===== src/rtl/game_pkg.sv =====
// Shared definitions for the object RAM record layout,
// sprite colours, screen bounds and frame timing.
package game_pkg;

  localparam int FRAME_CLOCK = 833_334;
  localparam int MAX_OBJ     = 16;
  localparam int SPRITE      = 16;
  localparam int SCREEN_W    = 320;
  localparam int SCREEN_H    = 240;

  localparam logic [2:0] BG_COLOUR   = 3'b000;
  localparam logic [2:0] COL_STONE   = 3'b111;
  localparam logic [2:0] COL_GOLD    = 3'b110;
  localparam logic [2:0] COL_DIAMOND = 3'b011;

  localparam int X_HI = 31;
  localparam int X_LO = 23;
  localparam int Y_HI = 18;
  localparam int Y_LO = 11;
  localparam int T_HI = 3;
  localparam int T_LO = 2;
  localparam int VIS_BIT = 1;
  localparam int MOV_BIT = 0;

  typedef enum logic [1:0] {
    T_STONE   = 2'b00,
    T_GOLD    = 2'b01,
    T_DIAMOND = 2'b10,
    T_DIAM_B  = 2'b11
  } obj_type_t;

  typedef enum logic [2:0] {
    S_IDLE,
    S_WAIT_FRAME,
    S_ADDR,
    S_READ_WAIT,
    S_LATCH,
    S_ERASE,
    S_DRAW,
    S_NEXT
  } draw_state_t;

  typedef struct packed {
    logic [8:0] x;
    logic [3:0] pad_a;
    logic [7:0] y;
    logic [6:0] pad_b;
    logic [1:0] kind;
    logic       vis;
    logic       mov;
  } rec_t;

  function automatic logic [2:0] type_colour(
    input logic [1:0] t
  );
    logic [2:0] c;
    c = COL_DIAMOND;
    unique case (1'b1)
      (t == T_STONE): c = COL_STONE;
      (t == T_GOLD):  c = COL_GOLD;
      default:        c = COL_DIAMOND;
    endcase
    return c;
  endfunction

endpackage


===== src/rtl/stone_drawer_if.sv =====
// Bus between the stone drawer and its RAM/VGA
// neighbours; the drawer is the master side.
interface stone_drawer_if;

  logic        enable;
  logic [3:0]  quantity;
  logic [31:0] data;
  logic        draw_stone_flag;
  logic [3:0]  draw_index;
  logic [8:0]  vga_x;
  logic [7:0]  vga_y;
  logic [2:0]  colour;
  logic        plot;

  modport master (
    input  enable,
    input  quantity,
    input  data,
    output draw_stone_flag,
    output draw_index,
    output vga_x,
    output vga_y,
    output colour,
    output plot
  );

  modport slave (
    output enable,
    output quantity,
    output data,
    input  draw_stone_flag,
    input  draw_index,
    input  vga_x,
    input  vga_y,
    input  colour,
    input  plot
  );

endinterface


===== src/rtl/sprite_scan.sv =====
// 16x16 row-major pixel walker shared by the
// erase and draw phases; done marks the 256th pixel.
module sprite_scan (
  input  logic       clock,
  input  logic       reset,
  input  logic       start,
  output logic       busy,
  output logic       done,
  output logic [3:0] col,
  output logic [3:0] row
);

  logic [7:0] count;

  assign done = busy && (count == 8'hff);
  assign col  = count[3:0];
  assign row  = count[7:4];

  // restart from pixel 0 on start, else step while busy
  always_ff @(posedge clock) begin
    if (reset) begin
      count <= '0;
      busy  <= 1'b0;
    end else if (start) begin
      count <= '0;
      busy  <= 1'b1;
    end else if (busy) begin
      count <= count + 8'd1;
      if (count == 8'hff)
        busy <= 1'b0;
    end
  end

endmodule


===== src/rtl/stone_drawer.sv =====
// Per-frame walk of the stone records: erase each old
// sprite, redraw visible stones as VGA plot requests.
module stone_drawer
  import game_pkg::*;
#(
  parameter int FRAME_CLOCK = game_pkg::FRAME_CLOCK
) (
  input logic            clock,
  input logic            reset,
  stone_drawer_if.master bus
);

  localparam int FW =
    (FRAME_CLOCK > 2) ? $clog2(FRAME_CLOCK) : 1;

  draw_state_t state;
  draw_state_t state_nx;

  logic [FW-1:0] frame_cnt;
  logic          frame_last;

  logic       flag;
  logic [3:0] index;
  logic       plot_r;
  logic [8:0] x_r;
  logic [7:0] y_r;
  logic [2:0] col_r;

  rec_t       rd;
  logic [8:0] cur_x;
  logic [7:0] cur_y;
  logic [1:0] cur_kind;
  logic       cur_vis;

  logic [8:0]         sh_x [MAX_OBJ];
  logic [7:0]         sh_y [MAX_OBJ];
  logic [MAX_OBJ-1:0] sh_v;

  logic       scan_start;
  logic       scan_busy;
  logic       scan_done;
  logic [3:0] scan_col;
  logic [3:0] scan_row;

  logic pass_start;
  logic pass_end;
  logic idx_inc;
  logic sh_store;
  logic sh_clear;

  logic       scanning;
  logic [8:0] base_x;
  logic [7:0] base_y;
  logic [9:0] px;
  logic [9:0] py;
  logic       on_screen;
  logic       unused;

  assign rd     = bus.data;
  assign unused = ^{rd.pad_a, rd.pad_b, rd.mov};

  assign frame_last =
    (frame_cnt == FW'(FRAME_CLOCK - 1));

  sprite_scan u_scan (
    .clock (clock),
    .reset (reset),
    .start (scan_start),
    .busy  (scan_busy),
    .done  (scan_done),
    .col   (scan_col),
    .row   (scan_row)
  );

  // state register
  always_ff @(posedge clock) begin
    if (reset)
      state <= S_IDLE;
    else
      state <= state_nx;
  end

  // next state and per-cycle control strobes
  always_comb begin
    state_nx   = state;
    scan_start = 1'b0;
    pass_start = 1'b0;
    pass_end   = 1'b0;
    idx_inc    = 1'b0;
    sh_store   = 1'b0;
    sh_clear   = 1'b0;
    unique case (state)
      S_IDLE: begin
        if (bus.enable)
          state_nx = S_WAIT_FRAME;
      end
      S_WAIT_FRAME: begin
        if (!bus.enable) begin
          state_nx = S_IDLE;
        end else if (frame_last) begin
          pass_start = 1'b1;
          state_nx   = S_NEXT;
        end
      end
      S_NEXT: begin
        if (index >= bus.quantity) begin
          pass_end = 1'b1;
          state_nx = S_WAIT_FRAME;
        end else begin
          state_nx = S_ADDR;
        end
      end
      S_ADDR:      state_nx = S_READ_WAIT;
      S_READ_WAIT: state_nx = S_LATCH;
      S_LATCH: begin
        if (sh_v[index]) begin
          scan_start = 1'b1;
          state_nx   = S_ERASE;
        end else if (rd.vis) begin
          scan_start = 1'b1;
          state_nx   = S_DRAW;
        end else begin
          idx_inc  = 1'b1;
          state_nx = S_NEXT;
        end
      end
      S_ERASE: begin
        if (scan_done) begin
          if (cur_vis) begin
            scan_start = 1'b1;
            state_nx   = S_DRAW;
          end else begin
            sh_clear = 1'b1;
            idx_inc  = 1'b1;
            state_nx = S_NEXT;
          end
        end
      end
      S_DRAW: begin
        if (scan_done) begin
          sh_store = 1'b1;
          idx_inc  = 1'b1;
          state_nx = S_NEXT;
        end
      end
      default: state_nx = S_IDLE;
    endcase
  end

  // frame counter runs from idle exit, holds at the top
  always_ff @(posedge clock) begin
    if (reset || state == S_IDLE || pass_start)
      frame_cnt <= '0;
    else if (!frame_last)
      frame_cnt <= frame_cnt + 1'b1;
  end

  // pass flag, record index, latched record, valid bits
  always_ff @(posedge clock) begin
    if (reset) begin
      flag     <= 1'b0;
      index    <= '0;
      cur_x    <= '0;
      cur_y    <= '0;
      cur_kind <= '0;
      cur_vis  <= 1'b0;
      sh_v     <= '0;
    end else begin
      if (pass_start) begin
        flag  <= 1'b1;
        index <= '0;
      end
      if (pass_end)
        flag <= 1'b0;
      if (idx_inc)
        index <= index + 4'd1;
      if (state == S_LATCH) begin
        cur_x    <= rd.x;
        cur_y    <= rd.y;
        cur_kind <= rd.kind;
        cur_vis  <= rd.vis;
      end
      if (sh_store)
        sh_v[index] <= 1'b1;
      if (sh_clear)
        sh_v[index] <= 1'b0;
    end
  end

  // shadow position of what is currently on screen
  always_ff @(posedge clock) begin
    if (sh_store) begin
      sh_x[index] <= cur_x;
      sh_y[index] <= cur_y;
    end
  end

  assign scanning = scan_busy &&
    (state == S_ERASE || state == S_DRAW);
  assign base_x = (state == S_ERASE) ?
    sh_x[index] : cur_x;
  assign base_y = (state == S_ERASE) ?
    sh_y[index] : cur_y;
  assign px = {1'b0, base_x} + {6'b0, scan_col};
  assign py = {2'b0, base_y} + {6'b0, scan_row};
  assign on_screen = (px < 10'(SCREEN_W)) &&
                     (py < 10'(SCREEN_H));

  // registered pixel strobe; off-screen slots skip plot
  always_ff @(posedge clock) begin
    if (reset) begin
      plot_r <= 1'b0;
      x_r    <= '0;
      y_r    <= '0;
      col_r  <= '0;
    end else begin
      plot_r <= scanning && on_screen;
      if (scanning) begin
        x_r   <= px[8:0];
        y_r   <= py[7:0];
        col_r <= (state == S_ERASE) ?
          BG_COLOUR : type_colour(cur_kind);
      end
    end
  end

  assign bus.draw_stone_flag = flag;
  assign bus.draw_index      = index;
  assign bus.vga_x           = x_r;
  assign bus.vga_y           = y_r;
  assign bus.colour          = col_r;
  assign bus.plot            = plot_r;

endmodule


===== src/flat_wrapper.sv =====
// flat-port wrapper written by rule: the top's interface ports become plain ports
module stone_drawer_flat import game_pkg::*;
#(
  parameter int FRAME_CLOCK = game_pkg::FRAME_CLOCK
)
  (clock, reset, bus_enable, bus_quantity, bus_data, bus_draw_stone_flag, bus_draw_index, bus_vga_x, bus_vga_y, bus_colour, bus_plot);
  stone_drawer_if bus_i ();
  input logic clock;
  input logic reset;
  input wire logic [$bits(bus_i.enable)-1:0] bus_enable;
  input wire logic [$bits(bus_i.quantity)-1:0] bus_quantity;
  input wire logic [$bits(bus_i.data)-1:0] bus_data;
  output wire logic [$bits(bus_i.draw_stone_flag)-1:0] bus_draw_stone_flag;
  output wire logic [$bits(bus_i.draw_index)-1:0] bus_draw_index;
  output wire logic [$bits(bus_i.vga_x)-1:0] bus_vga_x;
  output wire logic [$bits(bus_i.vga_y)-1:0] bus_vga_y;
  output wire logic [$bits(bus_i.colour)-1:0] bus_colour;
  output wire logic [$bits(bus_i.plot)-1:0] bus_plot;
  assign bus_i.enable = bus_enable;
  assign bus_i.quantity = bus_quantity;
  assign bus_i.data = bus_data;
  assign bus_draw_stone_flag = bus_i.draw_stone_flag;
  assign bus_draw_index = bus_i.draw_index;
  assign bus_vga_x = bus_i.vga_x;
  assign bus_vga_y = bus_i.vga_y;
  assign bus_colour = bus_i.colour;
  assign bus_plot = bus_i.plot;
  stone_drawer #(.FRAME_CLOCK(FRAME_CLOCK)) u_core (.clock(clock), .reset(reset), .bus(bus_i));
endmodule

===== config.mk =====
export PLATFORM = sky130hd
export DESIGN_NAME = stone_drawer_flat
export DESIGN_NICKNAME = d
export VERILOG_FILES = /design/src/rtl/game_pkg.sv /design/src/rtl/stone_drawer_if.sv /design/src/rtl/sprite_scan.sv /design/src/rtl/stone_drawer.sv /design/src/flat_wrapper.sv
export SDC_FILE = /design/constraint.sdc
export NUM_CORES = 1
export LEC_CHECK = 0
export BUFFER_PORTS_ARGS = -buffer_cell sky130_fd_sc_hd__buf_2
export CAP_MARGIN = 20
export CORE_UTILIZATION = 61
export DETAILED_ROUTE_END_ITERATION = 16
export PLACE_DENSITY_LB_ADDON = 0.12
export SYNTH_ARGS = -nofsm -noshare
export SYNTH_HDL_FRONTEND = slang
export SYNTH_SLANG_ARGS = --single-unit

===== constraint.sdc =====
create_clock -name clock -period 4.8 [get_ports clock]
set_input_delay 0.48 -clock clock [delete_from_list [all_inputs] [get_ports clock]]
set_output_delay 0.48 -clock clock [all_outputs]
set_load 0.02 [all_outputs]

==> results of run 1 <==
## registers in the layout (all words and copies together), names as in the netlist, named ones only
name,flops
u_core.bus.colour,3
u_core.bus.draw_index,4
u_core.bus.draw_stone_flag,1
u_core.bus.plot,1
u_core.bus.vga_x,9
u_core.bus.vga_y,8
u_core.cur_kind,2
u_core.cur_vis,1
u_core.cur_x,9
u_core.cur_y,8
u_core.frame_cnt,20
u_core.sh_v,16
u_core.sh_x,144
u_core.sh_y,128
u_core.state,3
u_core.u_scan.busy,1
u_core.u_scan.count,8
## area by class of cell
class / count / share of cell area [%]
sequential: 370 / 59.4
multi-input combinational: 564 / 27.8
clock buffer: 50 / 6.25
timing repair buffer: 80 / 2.76
tap: 324 / 2.38
clock inverter: 19 / 0.997
inverter: 19 / 0.418
## synthesized netlist by cell type, drive strengths merged (2+ instances only)
| cell | number | share of area, % |
|---|---|---|
| edfxtp | 272 | 54 |
| dfxtp | 98 | 13 |
| nand2 | 98 | 2.4 |
| nor2 | 85 | 2.1 |
| mux4 | 78 | 12 |
| a21oi | 43 | 1.4 |
| mux2i | 26 | 1.8 |
| a211oi | 25 | 1.3 |
| and2 | 23 | 0.95 |
| buf | 23 | 0.96 |
| clkbuf | 22 | 0.54 |
| xor2 | 22 | 1.3 |
| ha | 19 | 1.6 |
| inv | 19 | 0.47 |
| xnor2 | 14 | 0.81 |
| nand3 | 13 | 0.43 |
| and3 | 11 | 0.45 |
| nor2b | 11 | 0.45 |
| nor3 | 11 | 0.40 |
| o21ai | 10 | 0.33 |
| nand4 | 8 | 0.33 |
| a21o | 6 | 0.30 |
| a22oi | 6 | 0.30 |
| nand2b | 6 | 0.25 |
| nor4 | 6 | 0.25 |
| o22ai | 4 | 0.16 |
| or3 | 4 | 0.16 |
| a221oi | 3 | 0.17 |
| o21a | 3 | 0.15 |
| or4 | 3 | 0.15 |
| a211o | 2 | 0.12 |
| a32o | 2 | 0.13 |
| fa | 2 | 0.26 |
| mux2 | 2 | 0.15 |
| nor4b | 2 | 0.12 |
| o311a | 2 | 0.21 |
| or3b | 2 | 0.12 |
## stage by stage
step | hold WS (ps) | worst slack [ps]
6_report | 199 | 747
5_1_grt | 200 | 449
4_1_cts | 184 | 697
3_5_place_dp | 443 | 738
3_3_place_gp | 438 | 761
2_1_floorplan | 436 | 832
## worst register-to-register path: stages, from the launching register on
cell and delay [ps]:
dfxtp_4 850, mux4_2 630, mux4_2 480, nand2_1 80
and2_1 310, inv_2 50, ha_1 280, a21o_1 180
a21o_1 200, a21oi_1 350, nor3_1 80, mux2i_1 140
o22ai_1 100, a211oi_1 250
## power by group
group / switching, mW / internal [mW] / leakage (nW)
clock: 1.19 / 1.73 / 0.605
sequential: 0.0395 / 3.41 / 3.31
combinational: 0.0821 / 0.0607 / 1.78
## layer usage
layer | track usage, % | share of wire (%) | routed length, um
met1 | 38.1 | 41 | 13500
met3 | 5.30 | 9.0 | 2980
met5 | 0 | 0 | 0
met2 | 42.6 | 48 | 15900
met4 | 8.65 | 2.3 | 778
## cells by family after synthesis
logic type / after synthesis / synth area share, %
adder cells (fa/ha/maj): 21 / 1.83
multiplexers: 106 / 13.5
AND/OR/NAND/NOR: 287 / 8.81
flip-flops: 370 / 66.8
XOR/XNOR: 36 / 2.08
AO/OA/AOI/OAI: 114 / 5.02
buffers and inverters: 64 / 1.97
## worst min-delay path by stage
| stage | to | slack (ps) | cells past startpoint |
|---|---|---|---|
| after global routing | u_core.cur_x[0] | 200 | 3 |
| after CTS | u_core.cur_y[0] | 180 | 3 |
| final | u_core.cur_x[0] | 200 | 3 |
| after global placement | u_core.bus.vga_y[3] | 440 | 2 |
| after detailed placement | u_core.bus.vga_y[2] | 440 | 2 |
| after floorplan | u_core.cur_kind[1] | 440 | 2 |
==> run metrics, run 1 <==
outcome=finished clean; antenna-violating nets left=0; number of nets in the final layout=about 1100; buffer and inverter count on the worst path=1; sum of routed wire length over all layers=between 30000 and 40000 um; Cells after Synth=roughly 1000; postcts setup bufs=0; clock transition at the registers of the reported paths=approximately 60 ps; final std cells w/o fill=between 1000 and 1500; fill cell instance count of the final layout=1629; CTS root buf=clkbuf_16; height of the die=roughly 160 um; share of final-layout standard cells stronger than drive strength 1=20.3%; number of buffers added by the clock tree synthesis step=38; count of yosys warnings during synthesis=0; final RePlAce weighted congestion=approximately 0.8; clock period minus worst slack=roughly 4000 ps; share of flip-flops with an asynchronous set or reset=0%; Power Dens Cells=382 nW/um^2; post-detailed-placement cell area=15800 sq um; count of flip-flops with a built-in enable after synthesis=around 270; distinct cell type count of the synthesized netlist=a little under 60; Tot GR Track Use=between 20% and 30%; sequence of cells on the critical path=mux4_2, mux4_2, nand2_1, and2_1, inv_2, ha_1, a21o_1, a21o_1, a21oi_1, nor3_1, mux2i_1, o22ai_1, a211oi_1; initial standard-cell utilization of the core=roughly 62%; width of the die=~160 um; via count of the first global-routing pass=just under 9000; standard-cell rows=57; worst-case vdd ir drop=between 0.2 and 0.3 mV; headroom to the max-slew limit=between 40% and 50%; actual transition at the worst max-transition pin=around 840 ps; most common flop cell mapped by yosys=edfxtp_1; core utilization of the finished layout=70.0%; data arrival time of the critical path=approximately 4500 ps; cell family contributing the most delay on the critical path=multiplexers; maximum number of pins on one net before global-route repair=64; LEAKAGE=roughly 5.7 nW; startpoint-to-endpoint class of the critical path=reg2reg; count of input and output buffers=52; top-level I/O count=65; Synth Net Count=approximately 1100; combined area of the multi-input logic cells=~4700 sq um; Syn-to-layout area delta=12.5%; final sum of negative setup slack=0 ps; count of H-tree levels built during CTS=2; data required time at the worst endpoint=about 5200 ps; post-layout power=6.51 mW; setup violation total in the final timing report=0; share of the yosys chip area belonging to registers=approximately 67%; most common library cell in the layout ignoring fill and taps=edfxtp_1; Sinks on Clock Net=370; first-pass GRT wire length=50900 um; post-cts gate resize count=0; achievable frequency=around 250 MHz; residual overflow from global routing=0; final critical-path share of the clock period=a little over four fifths; per-instance average area after synthesis=around 15 sq um; crit path capture type=flop; RSZ-0062 raised after global routing=false; Core Region=approximately 24000 sq um; Sequential cell area=around 10000 sq um; post-synthesis instance area=15200 sq um; final number of hold-violating endpoints=0; buffers from clock root to sink, at most=3; kind of start point of the critical path=flop; MaxCap Viol Count=0; remaining routing DRC violations=0; half-perimeter wire length of the detailed placement result=19800 um; initial antenna violation count=0; worst-path maximum fanout=36; number of buffers inserted by hold repair at cts=0; register-to-register setup slack=between 700 and 800 ps; most frequent cells in the layout=272 x edfxtp_1, 98 x nand2_1, 96 x dfxtp_1; post-route standard cell area excluding fillers=between 15000 and 20000 sq um; total vias in the final route=~9000; worst flop-to-flop path endpoint=u_core.bus.plot; Antenna Cells=0; type of the tightest min-delay check=in2reg; setup skew after layout=11.1 ps; fin. max-slew vios=0; Slowest cell on crit path=dfxtp_4; destination of the critical timing path=u_core.bus.plot; worst hold path startpoint=bus_data[23]; worst skew pair latency=about 520 ps; area of the die=between 20000 and 30000 sq um; Pre-antenna DRT Iters=5; reg2reg path depth=13; Stages on worst setup path=13; dpl cells=approximately 1400; register bit count reported by yosys=370; clock tree from TritonCTS=yes; vias per inst=between 6 and 7; longest individual stage delay on the worst path=~850 ps; drt initial violations=1023; mean routed wirelength per cell=23.2 um
Power figures use the tool's default switching activity.
==> run 2: changes to the inputs <==
--- a/config.mk
+++ b/config.mk
@@ -7,7 +7,7 @@
 export LEC_CHECK = 0
 export BUFFER_PORTS_ARGS = -buffer_cell sky130_fd_sc_hd__buf_2
 export CAP_MARGIN = 20
-export CORE_UTILIZATION = 61
+export CORE_UTILIZATION = 55
 export DETAILED_ROUTE_END_ITERATION = 16
 export PLACE_DENSITY_LB_ADDON = 0.12
 export SYNTH_ARGS = -nofsm -noshare
==> constraint.sdc (replaced) <==
create_clock -name clock -period 3.25 [get_ports clock]
set_input_delay 0.325 -clock clock [delete_from_list [all_inputs] [get_ports clock]]
set_output_delay 0.325 -clock clock [all_outputs]
set_load 0.02 [all_outputs]
==> run 2 against run 1 <==
Worst setup slack worse by 700 ps. Sequential power up 47%. First-iteration DRC count down 21%. Wire length up 2.5%. Count of clock-buffer cells in the layout unchanged. Fmax up 27%. Clock skew up 9.5 ps. Flip-flop and latch count unchanged. Cell count up 5.3%. Largest power group unchanged.
==> run metrics, run 2 (same netlist as run 1, synthesis figures left out) <==
outcome=finished clean; startpoint-to-endpoint class of the critical path=reg2reg; worst-case vdd ir drop=approximately 0.37 mV; Power Dens Cells=approximately 550 nW/um^2; number of buffers added by the clock tree synthesis step=38; actual transition at the worst max-transition pin=774 ps; Core Region=27000 sq um; final number of hold-violating endpoints=0; standard-cell rows=60; Top Registers=u_core.sh_x: 144 flops, u_core.sh_y: 128 flops, u_core.frame_cnt: 20 flops; setup skew after layout=roughly 20 ps; number of buffers inserted by hold repair at cts=0; initial antenna violation count=0; type of the tightest min-delay check=in2reg; share of final-layout standard cells stronger than drive strength 1=between 20% and 30%; clock period minus worst slack=about 3200 ps; total vias in the final route=between 8000 and 9000; area of the die=roughly 28000 sq um; worst skew pair latency=~520 ps; largest register by flop count=u_core.sh_x; drt initial violations=810; kind of start point of the critical path=flop; number of flip-flops under the largest register name=about 140; final sum of negative setup slack=0 ps; RSZ-0062 raised after global routing=true; worst-path maximum fanout=8; headroom to the max-slew limit=between 40% and 50%; fin. max-slew vios=0; mean routed wirelength per cell=around 23 um; clock tree from TritonCTS=yes; antenna-violating nets left=0; dpl cells=about 1400; Pre-antenna DRT Iters=5; clock transition at the registers of the reported paths=around 60 ps; number of nets in the final layout=between 1000 and 1500; sum of routed wire length over all layers=34000 um; maximum number of pins on one net before global-route repair=38; final std cells w/o fill=1502; crit path capture type=flop; CTS root buf=clkbuf_16; width of the die=168 um; top-level I/O count=65; achievable frequency=between 300 and 400 MHz; final RePlAce weighted congestion=just under 0.8; residual overflow from global routing=0; MaxCap Viol Count=0; first-pass GRT wire length=slightly above 50000 um; Sinks on Clock Net=370; via count of the first global-routing pass=about 8900; LEAKAGE=6.06 nW; buffers from clock root to sink, at most=3; setup violation total in the final timing report=0; Antenna Cells=0; count of H-tree levels built during CTS=2; remaining routing DRC violations=0; worst hold slack across all endpoints=50.3 ps; height of the die=~170 um; count of input and output buffers=52; data required time at the worst endpoint=around 3700 ps; most common library cell in the layout ignoring fill and taps=edfxtp_1; most frequent cells in the layout=272 x edfxtp_1, 96 x dfxtp_1, 93 x nand2_1; Tot GR Track Use=~25%; data arrival time of the critical path=about 3700 ps; half-perimeter wire length of the detailed placement result=~21000 um; final critical-path share of the clock period=a little over nine tenths; vias per inst=roughly 6; initial standard-cell utilization of the core=56.1%; Syn-to-layout area delta=17.5%; core utilization of the finished layout=65.9%; worst hold path startpoint=bus_data[31]
-- run 2: final timing paths --
check	to	slack, ps	cells past startpoint
max	u_core.bus.vga_x[6]	50	12
min	u_core.cur_x[8]	50	3
max reg2reg	u_core.bus.vga_x[6]	50	12
min reg2reg	u_core.bus.vga_y[3]	450	2
-- run 2: cell type report --
class	count	area (sq um)
Inverter	19	71.3
Clock buffer	50	1040
Fill cell	1910	9210
Multi-Input combinational cell	564	4940
Timing Repair Buffer	139	987
Sequential cell	370	10100
Tap cell	341	427
Clock inverter	19	221
-- run 2: what timing repair did --
item	4_1_cts	5_1_grt
setup buffers	3	4
gates cloned	0	0
endpoints found under the hold margin	0	0
pin swaps	0	13
resized for setup	0	30
endpoints found under the setup margin	10	9
-- run 2: layer usage --
layer  share of wire, %  global-route usage (%)  up-vias
met5                  0                       0        -
met4                2.3                    8.81        0
met3                5.5                    3.41       55
met2                 49                    39.7      283
met1                 43                    34.7     4492
li1                   -                       -     4080
-- run 2: per-stage QoR --
stage	power (mW)	setup WS, ps	cell area (sq um)
2_1_floorplan	5.34	-134	15300
5_1_grt	9.98	-62.3	17800
6_report	9.73	49.9	17800
3_5_place_dp	5.44	-188	16300
4_1_cts	9.78	15.4	17600
3_3_place_gp	5.44	-167	16300
-- run 2: worst max-delay path, cell delays in order, from the launching register on --
cell	delay [ps]
dfxtp_4	380
buf_12	150
buf_8	130
mux4_2	500
mux4_2	460
nand2_1	80
nand2_1	170
ha_4	350
o21ai_2	60
nor2b_4	140
o31a_1	230
or3_1	340
a21oi_1	140
-- run 2: power by group --
| group | switching (mW) | leakage [nW] | total (mW) | internal (mW) |
|---|---|---|---|---|
| combinational | 0.173 | 2.14 | 0.292 | 0.119 |
| clock | 1.73 | 0.610 | 4.38 | 2.65 |
| sequential | 0.0166 | 3.31 | 5.06 | 5.04 |
| total | 1.92 | 6.06 | 9.73 | 7.81 |
==> run 3: changes to the inputs <==
--- a/config.mk
+++ b/config.mk
@@ -5,11 +5,12 @@
 export SDC_FILE = /design/constraint.sdc
 export NUM_CORES = 1
 export LEC_CHECK = 0
-export BUFFER_PORTS_ARGS = -buffer_cell sky130_fd_sc_hd__buf_2
+export BUFFER_PORTS_ARGS = -buffer_cell sky130_fd_sc_hd__buf_4
 export CAP_MARGIN = 20
 export CORE_UTILIZATION = 55
 export DETAILED_ROUTE_END_ITERATION = 16
 export PLACE_DENSITY_LB_ADDON = 0.12
+export SLEW_MARGIN = 10
 export SYNTH_ARGS = -nofsm -noshare
 export SYNTH_HDL_FRONTEND = slang
 export SYNTH_SLANG_ARGS = --single-unit
==> run 3 against run 2 <==
Wire length fell by 0.74%. Cell count fell by 0.20%. First-iteration DRC count fell by 16%. Global-route usage rose by 0.27 points. Fmax fell by 0.23%. Count of clock-buffer cells in the layout rose by 6. Final area rose by 0.32%. Register-to-register slack barely moved. Critical path depth rose by 1. Combinational power barely moved. Largest power group unchanged. Highest routed layer unchanged.
==> run metrics, run 3 (same netlist as run 1, synthesis figures left out) <==
Antenna Cells=0; switching component of the power=just under 2 mW; met1 demand-to-capacity share in global routing=a little over a third; area of the die=between 20000 and 30000 sq um; worst-path maximum fanout=8; final critical-path share of the clock period=between 90% and 100%; first-pass GRT wire length=52200 um; actual transition at the worst max-transition pin=632 ps; Pre-antenna DRT Iters=5; clock period minus worst slack=approximately 3200 ps; post-layout power=between 9 and 10 mW; RSZ-0062 raised after global routing=true; remaining routing DRC violations=0; worst skew pair latency=~530 ps; part of the total power dissipated in combinational logic=3.1%; worst-case vdd ir drop=around 0.43 mV; data arrival time of the critical path=roughly 3600 ps; Syn-to-layout area delta=17.8%; LEAKAGE=between 6 and 7 nW; setup skew after layout=between 10 and 15 ps; mean routed wirelength per cell=about 23 um; Core Region=between 20000 and 30000 sq um; number of flip-flops under the largest register name=about 140; buffer and inverter count on the worst path=2; Post-Place Setup Slack=-155 ps; kind of start point of the critical path=flop; final sum of negative setup slack=0 ps; share of power burned in the clock network=a little over two fifths; Slowest cell on crit path=mux4_2; fill cell instance count of the final layout=between 1500 and 2000; final RePlAce weighted congestion=around 0.81; cell family contributing the most delay on the critical path=multiplexers; clock tree from TritonCTS=yes; residual overflow from global routing=0; final std cells w/o fill=approximately 1500; Top Registers=u_core.sh_x: 144 flops, u_core.sh_y: 128 flops, u_core.frame_cnt: 20 flops; half-perimeter wire length of the detailed placement result=just over 20000 um; count of input and output buffers=52; clock transition at the registers of the reported paths=approximately 60 ps; drt initial violations=around 680; sequence of cells on the critical path=buf_12, mux4_2, mux4_2, nand2_2, and2_4, inv_2, ha_4, a21o_1, a21o_1, a21oi_4, mux2_4, o21bai_1, a211oi_1; standard-cell rows=60; buffers from clock root to sink, at most=3; Most Used Layer, Global Route=met2; Tot GR Track Use=24.9%; largest register by flop count=u_core.sh_x; vias per inst=between 5 and 6; number of buffers added by the clock tree synthesis step=38; Sequential cell area=10100 sq um; MaxCap Viol Count=0; final worst setup slack=42.7 ps; initial antenna violation count=0; global-route met2 utilization=a little over two fifths; most common library cell in the layout ignoring fill and taps=edfxtp_1; height of the die=168 um; global routing usage on met3=3.13%; achievable frequency=312 MHz; headroom to the max-slew limit=a little under 60%; CTS root buf=clkbuf_16; maximum number of pins on one net before global-route repair=between 40 and 50; antenna-violating nets left=0; combined area of the multi-input logic cells=just under 5000 sq um; crit path capture type=flop; dpl cells=1418; setup violation total in the final timing report=0; outcome=finished clean; width of the die=around 170 um; longest individual stage delay on the worst path=between 500 and 600 ps; sum of routed wire length over all layers=33700 um; number of nets in the final layout=about 1200; initial standard-cell utilization of the core=56.1%; fin. max-slew vios=0; post-detailed-placement cell area=16400 sq um; share of final-layout standard cells stronger than drive strength 1=about a quarter; data required time at the worst endpoint=about 3700 ps; type of the tightest min-delay check=in2reg; total internal power=between 7 and 8 mW; post-route standard cell area excluding fillers=about 18000 sq um; startpoint-to-endpoint class of the critical path=reg2reg; switching portion of total power=about a fifth; total vias in the final route=8768; Sinks on Clock Net=370; Power Dens Cells=~530 nW/um^2; most frequent cells in the layout=272 x edfxtp_1, 124 x buf_4, 96 x dfxtp_1; count of H-tree levels built during CTS=2; top-level I/O count=65; final number of hold-violating endpoints=0; Flop pwr share=between 50% and 60%; via count of the first global-routing pass=8988
-- run 3: changes by cell type in the layout (fill, tap and decap cells not counted), sizes merged --
cell    change
bufinv      -3
clkbuf      +7
inv         +2
clkinv      -4
buf         -5
-- run 3: per-layer routing --
layer  up-vias  share of wire [%]
li1       4074                  -
met5         -                  0
met4         0                1.6
met2       211                 50
met3        49                4.5
met1      4434                 44
-- run 3: timing repair --
action,in CTS,in global routing
setup endpoints to repair,9,8
pin swaps,0,17
gates resized for setup,2,29
setup buffers,3,8
hold buffers,0,0
-- run 3: final timing paths --
kind / startpoint / to / slack (ps) / cells past startpoint
max reg2reg: flop / u_core.bus.plot / 40 / 13
min reg2reg: u_core.bus.vga_x[3] / u_core.bus.vga_x[3] / 460 / 2
min: bus_data[31] / u_core.cur_x[8] / 40 / 3
max: flop / u_core.bus.plot / 40 / 13
-- run 3: area by class of cell --
cell class	count	share of cell area [%]
Inverter	19	0.399
Sequential cell	370	56.7
Clock buffer	56	5.75
Multi-Input combinational cell	564	27.6
Tap cell	341	2.39
Timing Repair Buffer	135	6.38
Clock inverter	14	0.826
-- run 3: worst register-to-register path, cell delays in order (launching register included) --
cell	delay, ps
dfxtp_4	380
buf_12	150
mux4_2	510
mux4_2	480
nand2_2	90
and2_4	170
inv_2	50
ha_4	200
a21o_1	170
a21o_1	220
a21oi_4	180
mux2_4	320
o21bai_1	140
a211oi_1	60
-- run 3: through the flow --
step	util, %	hold slack, ps
finish	66.2	43.1
global route	66.2	52.1
CTS	65.4	26.4
detailed placement	60.8	449
global placement	60.8	443
floorplan	-	436
-- run 3: power by group through the flow --
| stage | Combinational [mW] | Clock (mW) | Sequential (mW) |
|---|---|---|---|
| floorplan | 0.175 | 0 | 5.17 |
| global placement | 0.274 | 0 | 5.17 |
| detailed placement | 0.279 | 0 | 5.17 |
| CTS | 0.287 | 4.19 | 5.07 |
| global route | 0.325 | 4.39 | 5.07 |
| finish | 0.295 | 4.14 | 5.07 |
